File: config.mk
export PLATFORM = sky130hd
export DESIGN_NAME = uart_cmd_decoder_flat
export DESIGN_NICKNAME = d
export VERILOG_FILES = /design/src/rtl/uart_cmd_decoder_if.sv /design/src/rtl/uart_cmd_decoder.sv /design/src/flat_wrapper.sv
export SDC_FILE = /design/constraint.sdc
export NUM_CORES = 1
export LEC_CHECK = 0
export ABC_AREA = 1
export ABC_CLOCK_PERIOD_IN_PS = 1900
export CAP_MARGIN = 40
export CORE_MARGIN = 2
export CORE_UTILIZATION = 50
export DETAILED_ROUTE_END_ITERATION = 8
export GPL_ROUTABILITY_DRIVEN = 0
export PLACE_DENSITY_LB_ADDON = 0.15
export SLEW_MARGIN = 15
export SYNTH_ARGS = -nofsm -noshare
export SYNTH_HDL_FRONTEND = slang
export SYNTH_SLANG_ARGS = --single-unit
File: constraint.sdc
create_clock -name clk -period 1.9 [get_ports clk]
set_input_delay 0.19 -clock clk [delete_from_list [all_inputs] [get_ports clk]]
set_output_delay 0.19 -clock clk [all_outputs]
set_load 0.02 [all_outputs]
File: src/rtl/uart_cmd_decoder_if.sv
// Drive-command link signals between the UART decoder and its host.
// slave: decoder side, master: line driver / output consumer side.
interface uart_cmd_decoder_if;
  logic       uart_in;
  logic [3:0] move_cmd;
  logic [3:0] speed_level;
  logic       cmd_valid;
  logic       frame_err;
  logic       link_ok;

  modport slave (
    input  uart_in,
    output move_cmd, speed_level, cmd_valid, frame_err, link_ok
  );

  modport master (
    output uart_in,
    input  move_cmd, speed_level, cmd_valid, frame_err, link_ok
  );
endinterface

File: src/rtl/uart_cmd_decoder.sv
// UART 8N1 receiver plus SYNC/PAYLOAD/CHECK frame decoder for motor commands.
// A watchdog forces STOP when valid frames cease, so a lost link halts the car.
module uart_cmd_decoder #(
  parameter int unsigned CLKS_PER_BIT   = 434,
  parameter logic [7:0]  SYNC_BYTE      = 8'hA5,
  parameter logic [3:0]  STOP_CMD       = 4'b1000,
  parameter int unsigned TIMEOUT_CYCLES = 5_000_000
) (
  input  logic               clk,
  input  logic               rst,
  uart_cmd_decoder_if.slave  bus
);

  localparam int unsigned BIT_W    = (CLKS_PER_BIT > 1) ? $clog2(CLKS_PER_BIT) : 1;
  localparam int unsigned IB_LIMIT = 20 * CLKS_PER_BIT;
  localparam int unsigned IB_W     = $clog2(IB_LIMIT + 1);
  localparam int unsigned WD_W     = $clog2(TIMEOUT_CYCLES + 1);

  localparam logic [1:0] S_IDLE  = 2'd0;
  localparam logic [1:0] S_START = 2'd1;
  localparam logic [1:0] S_DATA  = 2'd2;
  localparam logic [1:0] S_STOP  = 2'd3;

  localparam logic [1:0] F_SYNC    = 2'd0;
  localparam logic [1:0] F_PAYLOAD = 2'd1;
  localparam logic [1:0] F_CHECK   = 2'd2;

  logic             r_sync1, r_sync2;
  logic [1:0]       r_bit_state, w_bit_state_nxt;
  logic [BIT_W-1:0] r_bit_cnt, w_bit_cnt_nxt;
  logic [2:0]       r_bit_idx, w_bit_idx_nxt;
  logic [7:0]       r_shift, w_shift_nxt;
  logic [1:0]       r_frm_state, w_frm_state_nxt;
  logic [7:0]       r_payload, w_payload_nxt;
  logic [IB_W-1:0]  r_ib_cnt, w_ib_cnt_nxt;
  logic [WD_W-1:0]  r_wd, w_wd_nxt;
  logic [3:0]       r_move, w_move_nxt;
  logic [3:0]       r_speed, w_speed_nxt;
  logic             r_cmd_valid, w_cmd_valid_nxt;
  logic             r_frame_err, w_frame_err_nxt;
  logic             r_link_ok, w_link_ok_nxt;

  logic w_rx, w_byte_done, w_stop_err, w_accept, w_reject;

  assign w_rx = r_sync2;

  // Bit-level receiver: mid-bit sampling timed from the start-bit midpoint.
  always_comb begin
    w_bit_state_nxt = r_bit_state;
    w_bit_cnt_nxt   = r_bit_cnt;
    w_bit_idx_nxt   = r_bit_idx;
    w_shift_nxt     = r_shift;
    w_byte_done     = 1'b0;
    w_stop_err      = 1'b0;
    case (r_bit_state)
      S_IDLE: begin
        if (!w_rx) begin
          w_bit_state_nxt = S_START;
          w_bit_cnt_nxt   = '0;
        end
      end
      S_START: begin
        if (r_bit_cnt == BIT_W'(CLKS_PER_BIT / 2)) begin
          w_bit_cnt_nxt   = '0;
          w_bit_idx_nxt   = 3'd0;
          w_bit_state_nxt = w_rx ? S_IDLE : S_DATA;
        end else begin
          w_bit_cnt_nxt = r_bit_cnt + BIT_W'(1);
        end
      end
      S_DATA: begin
        if (r_bit_cnt == BIT_W'(CLKS_PER_BIT - 1)) begin
          w_bit_cnt_nxt = '0;
          w_shift_nxt   = {w_rx, r_shift[7:1]};
          if (r_bit_idx == 3'd7) w_bit_state_nxt = S_STOP;
          else                   w_bit_idx_nxt   = r_bit_idx + 3'd1;
        end else begin
          w_bit_cnt_nxt = r_bit_cnt + BIT_W'(1);
        end
      end
      S_STOP: begin
        if (r_bit_cnt == BIT_W'(CLKS_PER_BIT - 1)) begin
          w_byte_done     = w_rx;
          w_stop_err      = !w_rx;
          w_bit_cnt_nxt   = '0;
          w_bit_state_nxt = S_IDLE;
        end else begin
          w_bit_cnt_nxt = r_bit_cnt + BIT_W'(1);
        end
      end
      default: w_bit_state_nxt = S_IDLE;
    endcase
  end

  // Frame assembly with inter-byte timeout back to sync hunting.
  always_comb begin
    w_frm_state_nxt = r_frm_state;
    w_payload_nxt   = r_payload;
    w_ib_cnt_nxt    = '0;
    w_accept        = 1'b0;
    w_reject        = 1'b0;
    case (r_frm_state)
      F_SYNC: begin
        if (w_byte_done && (r_shift == SYNC_BYTE)) w_frm_state_nxt = F_PAYLOAD;
      end
      F_PAYLOAD, F_CHECK: begin
        if (w_byte_done) begin
          if (r_frm_state == F_PAYLOAD) begin
            w_payload_nxt   = r_shift;
            w_frm_state_nxt = F_CHECK;
          end else begin
            w_accept        = (r_shift == ~r_payload) && (r_payload[3:0] <= STOP_CMD);
            w_reject        = !w_accept;
            w_frm_state_nxt = F_SYNC;
          end
        end else if (w_stop_err || (r_ib_cnt == IB_W'(IB_LIMIT - 1))) begin
          w_frm_state_nxt = F_SYNC;
        end else begin
          w_ib_cnt_nxt = r_ib_cnt + IB_W'(1);
        end
      end
      default: w_frm_state_nxt = F_SYNC;
    endcase
  end

  // Output registers and watchdog; an accept overrides a same-cycle expiry.
  always_comb begin
    w_move_nxt      = r_move;
    w_speed_nxt     = r_speed;
    w_link_ok_nxt   = r_link_ok;
    w_cmd_valid_nxt = w_accept;
    w_frame_err_nxt = w_stop_err | w_reject;
    if (w_accept)                             w_wd_nxt = '0;
    else if (r_wd == WD_W'(TIMEOUT_CYCLES))   w_wd_nxt = r_wd;
    else                                      w_wd_nxt = r_wd + WD_W'(1);
    if (w_accept) begin
      w_move_nxt    = r_payload[3:0];
      w_speed_nxt   = r_payload[7:4];
      w_link_ok_nxt = 1'b1;
    end else if (w_wd_nxt == WD_W'(TIMEOUT_CYCLES)) begin
      w_move_nxt    = STOP_CMD;
      w_speed_nxt   = 4'd0;
      w_link_ok_nxt = 1'b0;
    end
  end

  always_ff @(posedge clk) begin
    if (rst) begin
      r_sync1     <= 1'b1;
      r_sync2     <= 1'b1;
      r_bit_state <= S_IDLE;
      r_bit_cnt   <= '0;
      r_bit_idx   <= 3'd0;
      r_shift     <= 8'd0;
      r_frm_state <= F_SYNC;
      r_payload   <= 8'd0;
      r_ib_cnt    <= '0;
      r_wd        <= '0;
      r_move      <= STOP_CMD;
      r_speed     <= 4'd0;
      r_cmd_valid <= 1'b0;
      r_frame_err <= 1'b0;
      r_link_ok   <= 1'b0;
    end else begin
      r_sync1     <= bus.uart_in;
      r_sync2     <= r_sync1;
      r_bit_state <= w_bit_state_nxt;
      r_bit_cnt   <= w_bit_cnt_nxt;
      r_bit_idx   <= w_bit_idx_nxt;
      r_shift     <= w_shift_nxt;
      r_frm_state <= w_frm_state_nxt;
      r_payload   <= w_payload_nxt;
      r_ib_cnt    <= w_ib_cnt_nxt;
      r_wd        <= w_wd_nxt;
      r_move      <= w_move_nxt;
      r_speed     <= w_speed_nxt;
      r_cmd_valid <= w_cmd_valid_nxt;
      r_frame_err <= w_frame_err_nxt;
      r_link_ok   <= w_link_ok_nxt;
    end
  end

  assign bus.move_cmd    = r_move;
  assign bus.speed_level = r_speed;
  assign bus.cmd_valid   = r_cmd_valid;
  assign bus.frame_err   = r_frame_err;
  assign bus.link_ok     = r_link_ok;

endmodule

File: src/flat_wrapper.sv
// flat-port wrapper written by rule: the top's interface ports become plain ports
module uart_cmd_decoder_flat 
#(
  parameter int unsigned CLKS_PER_BIT   = 434,
  parameter logic [7:0]  SYNC_BYTE      = 8'hA5,
  parameter logic [3:0]  STOP_CMD       = 4'b1000,
  parameter int unsigned TIMEOUT_CYCLES = 5_000_000
)
  (clk, rst, bus_uart_in, bus_move_cmd, bus_speed_level, bus_cmd_valid, bus_frame_err, bus_link_ok);
  uart_cmd_decoder_if bus_i ();
  input  logic clk;
  input  logic rst;
  input wire logic [$bits(bus_i.uart_in)-1:0] bus_uart_in;
  output wire logic [$bits(bus_i.move_cmd)-1:0] bus_move_cmd;
  output wire logic [$bits(bus_i.speed_level)-1:0] bus_speed_level;
  output wire logic [$bits(bus_i.cmd_valid)-1:0] bus_cmd_valid;
  output wire logic [$bits(bus_i.frame_err)-1:0] bus_frame_err;
  output wire logic [$bits(bus_i.link_ok)-1:0] bus_link_ok;
  assign bus_i.uart_in = bus_uart_in;
  assign bus_move_cmd = bus_i.move_cmd;
  assign bus_speed_level = bus_i.speed_level;
  assign bus_cmd_valid = bus_i.cmd_valid;
  assign bus_frame_err = bus_i.frame_err;
  assign bus_link_ok = bus_i.link_ok;
  uart_cmd_decoder #(.CLKS_PER_BIT(CLKS_PER_BIT), .SYNC_BYTE(SYNC_BYTE), .STOP_CMD(STOP_CMD), .TIMEOUT_CYCLES(TIMEOUT_CYCLES)) u_core (.clk(clk), .rst(rst), .bus(bus_i));
endmodule
== Yosys cells after proc, flatten, opt, wreduce, memory -nomap -nowiden ==
Index checks and enable logic that the tools add are counted.
Cells by class
  $lt $le $gt $ge: 1
  add/sub/neg operators: 4
  reduce and logical (&&, ||, !) cells: 17
  eq/ne operators: 21
  muxes and demuxes: 38
  bitwise logic cells: 3
Operators by type and width (number)
  $eq A23 B23 Y1 const B: 2
  $mux W23: 2
  $mux W9: 3
  $pmux W9 S3: 1
  $add A23 B1 Y23 const B: 1
  $mux W2: 10
  $mux W4: 4
  $add A14 B1 Y14 const B: 1
  $eq A14 B14 Y1 const B: 1
  $mux W1: 12
  $ne A2 B1 Y1 const B: 5
  $add A9 B1 Y9 const B: 1
  $eq A9 B8 Y1 const B: 1
  $eq A9 B9 Y1 const B: 1
  $mux W3: 3
  $eq A8 B8 Y1: 1
  $eq A8 B8 Y1 const B: 1
  $not A8 Y8: 1
  $pmux W2 S4: 1
  $eq A2 B2 Y1 const B: 3
  $pmux W3 S2: 1
  $reduce_and A5 Y1: 1
  $eq A2 B1 Y1 const B: 2
  $le A4 B4 Y1 const B: 1
  other kinds (17): 24
Word-level totals
  register bits: 82
  input port bits: 3
  word-level logic and storage cells: 99
  output and inout bits: 11

== Depth between registers and ports, before layout ==
  depth after elaboration: 10
  mapped depth: 17
  gate-level depth less buffers: 17

== Least setup slack after synthesis ==
Ideal clock, no wire load.
  kind: flip-flop to flip-flop
  start point: reg u_core.r_frm_state[0]
  end point: reg u_core.r_move[0], in the netlist u_core.bus.move_cmd[0]
  path buffers: 1
  cell stages (with the launch flop): 17
  period minus slack after synthesis: 1.997 ns
  setup time: 0.119 ns
  setup slack: -0.097 ns
  arrival time: 1.878 ns
  cells stage by stage: dfxtp_1 > inv_1 > ha_1 > inv_1 > nor2_1 > inv_1 > nor2_1 > nand2_2 > buf_6 > nand2_1 > nor2_1 > nor2_2 > nand3_2 > nor2_4 > nand2_4 > nand3_1 > o21ai_1
Between the ends
  word-level cells in the longest chain between the ends: 7
RTL lines
  start, declared: RTL line uart_cmd_decoder.sv:33  | logic [1:0] r_frm_state, w_frm_state_nxt;
  start signal, assigned: RTL line uart_cmd_decoder.sv:171  | r_frm_state <= w_frm_state_nxt;
  $eq A2 B1 Y1: RTL line uart_cmd_decoder.sv:102, uart_cmd_decoder.sv:108
  $mux W1: RTL line uart_cmd_decoder.sv:108  | if (r_frm_state == F_PAYLOAD) begin
  $mux W1: RTL line uart_cmd_decoder.sv:107  | if (w_byte_done) begin
  $mux W1 *: RTL line uart_cmd_decoder.sv:102  | case (r_frm_state)
  $mux W23: RTL line uart_cmd_decoder.sv:133  | if (w_accept) w_wd_nxt = '0;
  $eq A23 B23 Y1: RTL line uart_cmd_decoder.sv:140  | end else if (w_wd_nxt == WD_W'(TIMEOUT_CYCLES)) begin
  $reduce_bool A2 Y1 (no line)
  end signal, assigned: RTL line uart_cmd_decoder.sv:175  | r_move <= w_move_nxt;
  end, declared: RTL line uart_cmd_decoder.sv:37  | logic [3:0] r_move, w_move_nxt;
Every way passes the cells marked *; elsewhere a longest branch is shown, timed or not.
A chain may end at the register's enable or synchronous reset.

== Worst setup path after layout ==
  start point: reg u_core.r_wd[1]
  end point: reg u_core.r_speed[2], in the netlist u_core.bus.speed_level[2]
Between the ends
  word-level cells in the longest chain between the ends: 5
RTL lines
  start, declared: RTL line uart_cmd_decoder.sv:36  | logic [WD_W-1:0] r_wd, w_wd_nxt;
  start signal, assigned: RTL line uart_cmd_decoder.sv:174  | r_wd <= w_wd_nxt;
  $add A23 B1 Y23 / $eq A23 B23 Y1 (equally long branches): RTL line uart_cmd_decoder.sv:135, uart_cmd_decoder.sv:134
  $mux W23 *: RTL line uart_cmd_decoder.sv:134  | else if (r_wd == WD_W'(TIMEOUT_CYCLES)) w_wd_nxt = r_wd;
  $mux W23 *: RTL line uart_cmd_decoder.sv:133
  $eq A23 B23 Y1 *: RTL line uart_cmd_decoder.sv:140
  $reduce_bool A2 Y1 (no line) *
  end signal, assigned: RTL line uart_cmd_decoder.sv:176  | r_speed <= w_speed_nxt;
  end, declared: RTL line uart_cmd_decoder.sv:38  | logic [3:0] r_speed, w_speed_nxt;
Marks and branches as above.

==> summary.txt <==
Status
  • Status: complete, but fails checks
  • Violated checks: negative setup slack

Synthesis
  • Ys flop type: dfxtp_1
  • Sequential fraction of the synthesis area: 0.390
  • Post-synth EDFFs: 0
  • Leading area contributor after synthesis: dfxtp_1
  • Mapped Area: roughly 4200 um^2
  • #FFs+latches synth: between 80 and 90
  • Yosys cell types: about 40
  • Top cells by area, synth: dfxtp_1 39%, nand2_1 9.7%, nor2_1 8.0%, inv_1 7.7%, nand3_1 5.6%
  • Synth Net Count: between 600 and 700
  • Cells after synthesis: approximately 610
  • Warnings, synthesis: 0
  • Area share of the largest cell type after synthesis: 0.390
  • Post-synth ARST share: 0
  • Avg Cell Area, Syn: 6.95 um^2

Clocking
  • Clk_lat worst skew: about 0.36 ns
  • Reg clk slew, reported paths: 0.09 ns
  • Hold_buf cts: 0
  • TritonCTS clock tree: yes
  • CTS Root Cell: clkbuf_8
  • H-Tree Depth: 3
  • CTS Buf Count: 9
  • CTS Sinks: 82
  • CTS max path bufs: 2

Timing
  • Max Clk Rate: between 400 and 500 MHz
  • RSZ-0062 raised after global routing: true
  • Worst Tran Pin Value: 0.380 ns
  • Layout Skew: 0.0109 ns
  • Final WS setup: -0.224 ns
  • Period utilisation layout: 1.12
  • Fin. max-slew vios: 0
  • Fin crit period: between 2 and 2.5 ns
  • Worst slew margin: 0.745
  • Setup Viol. Count Final: 9
  • Fin. Hold Viols: 0

Layout
  • Post-Layout Inst Area: 5630 um^2
  • Final nets: between 700 and 800
  • Number of fill cells in the layout: between 600 and 700
  • Most frequent cells in the layout: 100 x nand2_1, 99 x buf_4, 84 x nor2_1, 80 x inv_1, 77 x dfxtp_1
  • Layout Cells excl Fill: 832
  • Layout area overhead: 33.5%
  • Commonest non-fill, non-tap cell in the layout: nand2_1
  • N_diodes: 0
  • Share of post-route cells with drive strength above 1: 0.257

Placed design
  • Detailed Place HPWL: 7630 um
  • Pre-CTS setup slack: -0.225 ns
  • IO Port Bufs: 13
  • Placed cells: approximately 810
  • Cell Area, Placed: around 5200 um^2

Routing
  • DRT Pass-1 Iters: 5
  • Vias per inst: roughly 5.1
  • Post-DR wirelength/cell: 13.0 um
  • Routed WL: roughly 11000 um
  • Post-route antenna net violation count: 0
  • 1st-iter DRT viols: 180
  • Post-route DRC: 0
  • Vias: approximately 4300

Die
  • Full die area: roughly 9200 um^2
  • Die Wd: around 96 um
  • Die H: approximately 96 um
  • Boundary Pins: 14
  • # rows: 33
  • Initial Util: 0.515
  • Core region area: 8180 um^2

Global routing
  • Largest net degree at the start of global routing: 35
  • Number of global-route vias before repair: just over 4000
  • Tot GR Track Use: 0.242
  • First-pass GRT wire length: ~17000 um
  • GRT overflow: 0
  • Initial antenna violation count: 0

Power and ir drop
  • Final Power: around 3500 uW
  • Pwr Density: approximately 620 nW/um^2
  • Worst vdd ir: 0.000614 V
  • Leak: 0.00236 uW

Worst setup path
  • Crit. End Element: flip-flop
  • CP Launch Type: flip-flop
  • CP most frequent cell: nand3_1
  • Worst path arrival time: ~2.4 ns
  • CP Max Fanout: 9
  • Cell family with most CP delay: simple AND/OR/NAND/NOR gates
  • Slowest-stage cell, CP: dfxtp_1
  • R2r startpoint: u_core.r_wd[1]$_SDFF_PP0_
  • Crit-path max cell delay: about 0.34 ns
  • Crit path cell chain: ha_2, nand3_1, inv_2, nand2_1, nor2_1, nand3_1, xor2_1, o21ai_0, nand2_1, nor2_4, nand2_4, nand3_1, o21ai_1
  • Reg2Reg Setup Slack: -0.22 ns
  • Crit path buf inv count: 1
  • Crit Path Class: reg -> reg
  • Crit. Startpoint: u_core.r_wd[1]$_SDFF_PP0_
  • Worst Path Required: 2.15 ns

Run
  • Max-Cap Viols: 0

Hold path
  • HP Start: rst
  • Worst hold path type: in -> reg
[report_power, final]
group,internal [uW],total (uW),switching [uW]
registers,1740,1760,17.3
logic,110,265,156
clock network,752,1440,692
total,2600,3470,865
[cells by family after synthesis]
logic type | synth area share
AND/OR/NAND/NOR | 0.339
buffers and inverters | 0.0956
flip-flops | 0.390
AO/OA/AOI/OAI | 0.105
XOR/XNOR | 0.0353
adder cells (fa/ha/maj) | 0.0356
[path summary, 6_finish.rpt]
check / to / cells after the start
max: u_core.bus.speed_level[2]$_SDFFE_PP0P_ / 13
min: u_core.r_ib_cnt[10]$_SDFF_PP0_ / 4
max reg2reg: u_core.bus.speed_level[2]$_SDFFE_PP0P_ / 13
min reg2reg: u_core.r_sync2$_SDFF_PP1_ / 1
[layer usage]
layer	global-route usage	up-vias	wire, um
met5	0	-	0
li1	-	2190	-
met2	0.429	104	5460
met4	0.114	0	242
met3	0.0352	27	406
met1	0.287	1947	4720
[synthesized netlist by cell type (2+ instances only)]
cell type	number
nor3_2	2
nand2_1	109
o21ai_0	28
nor4_1	6
nor2_4	2
nand3_1	47
dfxtp_1	82
xor2_1	12
xnor2_1	5
nor2_1	90
clkbuf_1	9
nor2_2	3
o21ai_1	7
o21bai_1	2
nand3_2	3
nand3b_1	3
buf_6	2
inv_2	5
a21oi_1	31
inv_1	86
and2_1	2
nand4_1	14
a32oi_1	2
nand2_2	3
a211oi_1	3
ha_1	12
nor3_1	17
or2_2	6
[layout make-up]
type / count / area (um^2) / area share
Timing Repair Buffer: 117 / 956 / 0.170
Tap cell: 105 / 131 / 0.0234
Clock buffer: 9 / 124 / 0.0220
Sequential cell: 82 / 1650 / 0.293
Clock inverter: 7 / 98.8 / 0.0176
Inverter: 91 / 342 / 0.0607
Multi-Input combinational cell: 421 / 2330 / 0.413
[worst min-delay path: cells and delay by family]
family / cells / cell delay (ns)
compound gates: 1 / 0.06
buf+inv: 2 / 0.16
simple gates: 1 / 0.23
[per-stage QoR]
| stage | TNS, ns | utilization | hold WS (ns) |
|---|---|---|---|
| after global placement | -1.40 | 0.636 | 0.403 |
| after detailed placement | -1.83 | 0.636 | 0.400 |
| after CTS | -1.69 | 0.672 | 0.339 |
| final | -1.90 | 0.688 | 0.328 |
| after floorplan | 0 | - | 0.294 |
| after global routing | -3.24 | 0.688 | 0.374 |
[state kept, by name, summed over array words and instances (netlist names), named ones only]
name	count
u_core.bus.speed_level	4
u_core.r_bit_state	1
u_core.bus.frame_err	1
u_core.r_sync1	1
u_core.r_frm_state	2
u_core.r_bit_idx	3
u_core.bus.cmd_valid	1
u_core.bus.move_cmd	4
u_core.r_bit_cnt	9
u_core.r_payload	8
u_core.r_wd	23
u_core.r_ib_cnt	14
u_core.bus.link_ok	1
u_core.r_sync2	1
u_core.r_shift	8
[repair_timing]
action / in CTS / in global routing
setup buffers: 3 / 5
cloned: 0 / 1
endpoints found under the setup margin: 9 / 45
pin swaps: 7 / 6
gates resized for setup: 15 / 30
hold endpoints to repair: 0 / 0
Power figures use the tool's default switching activity.
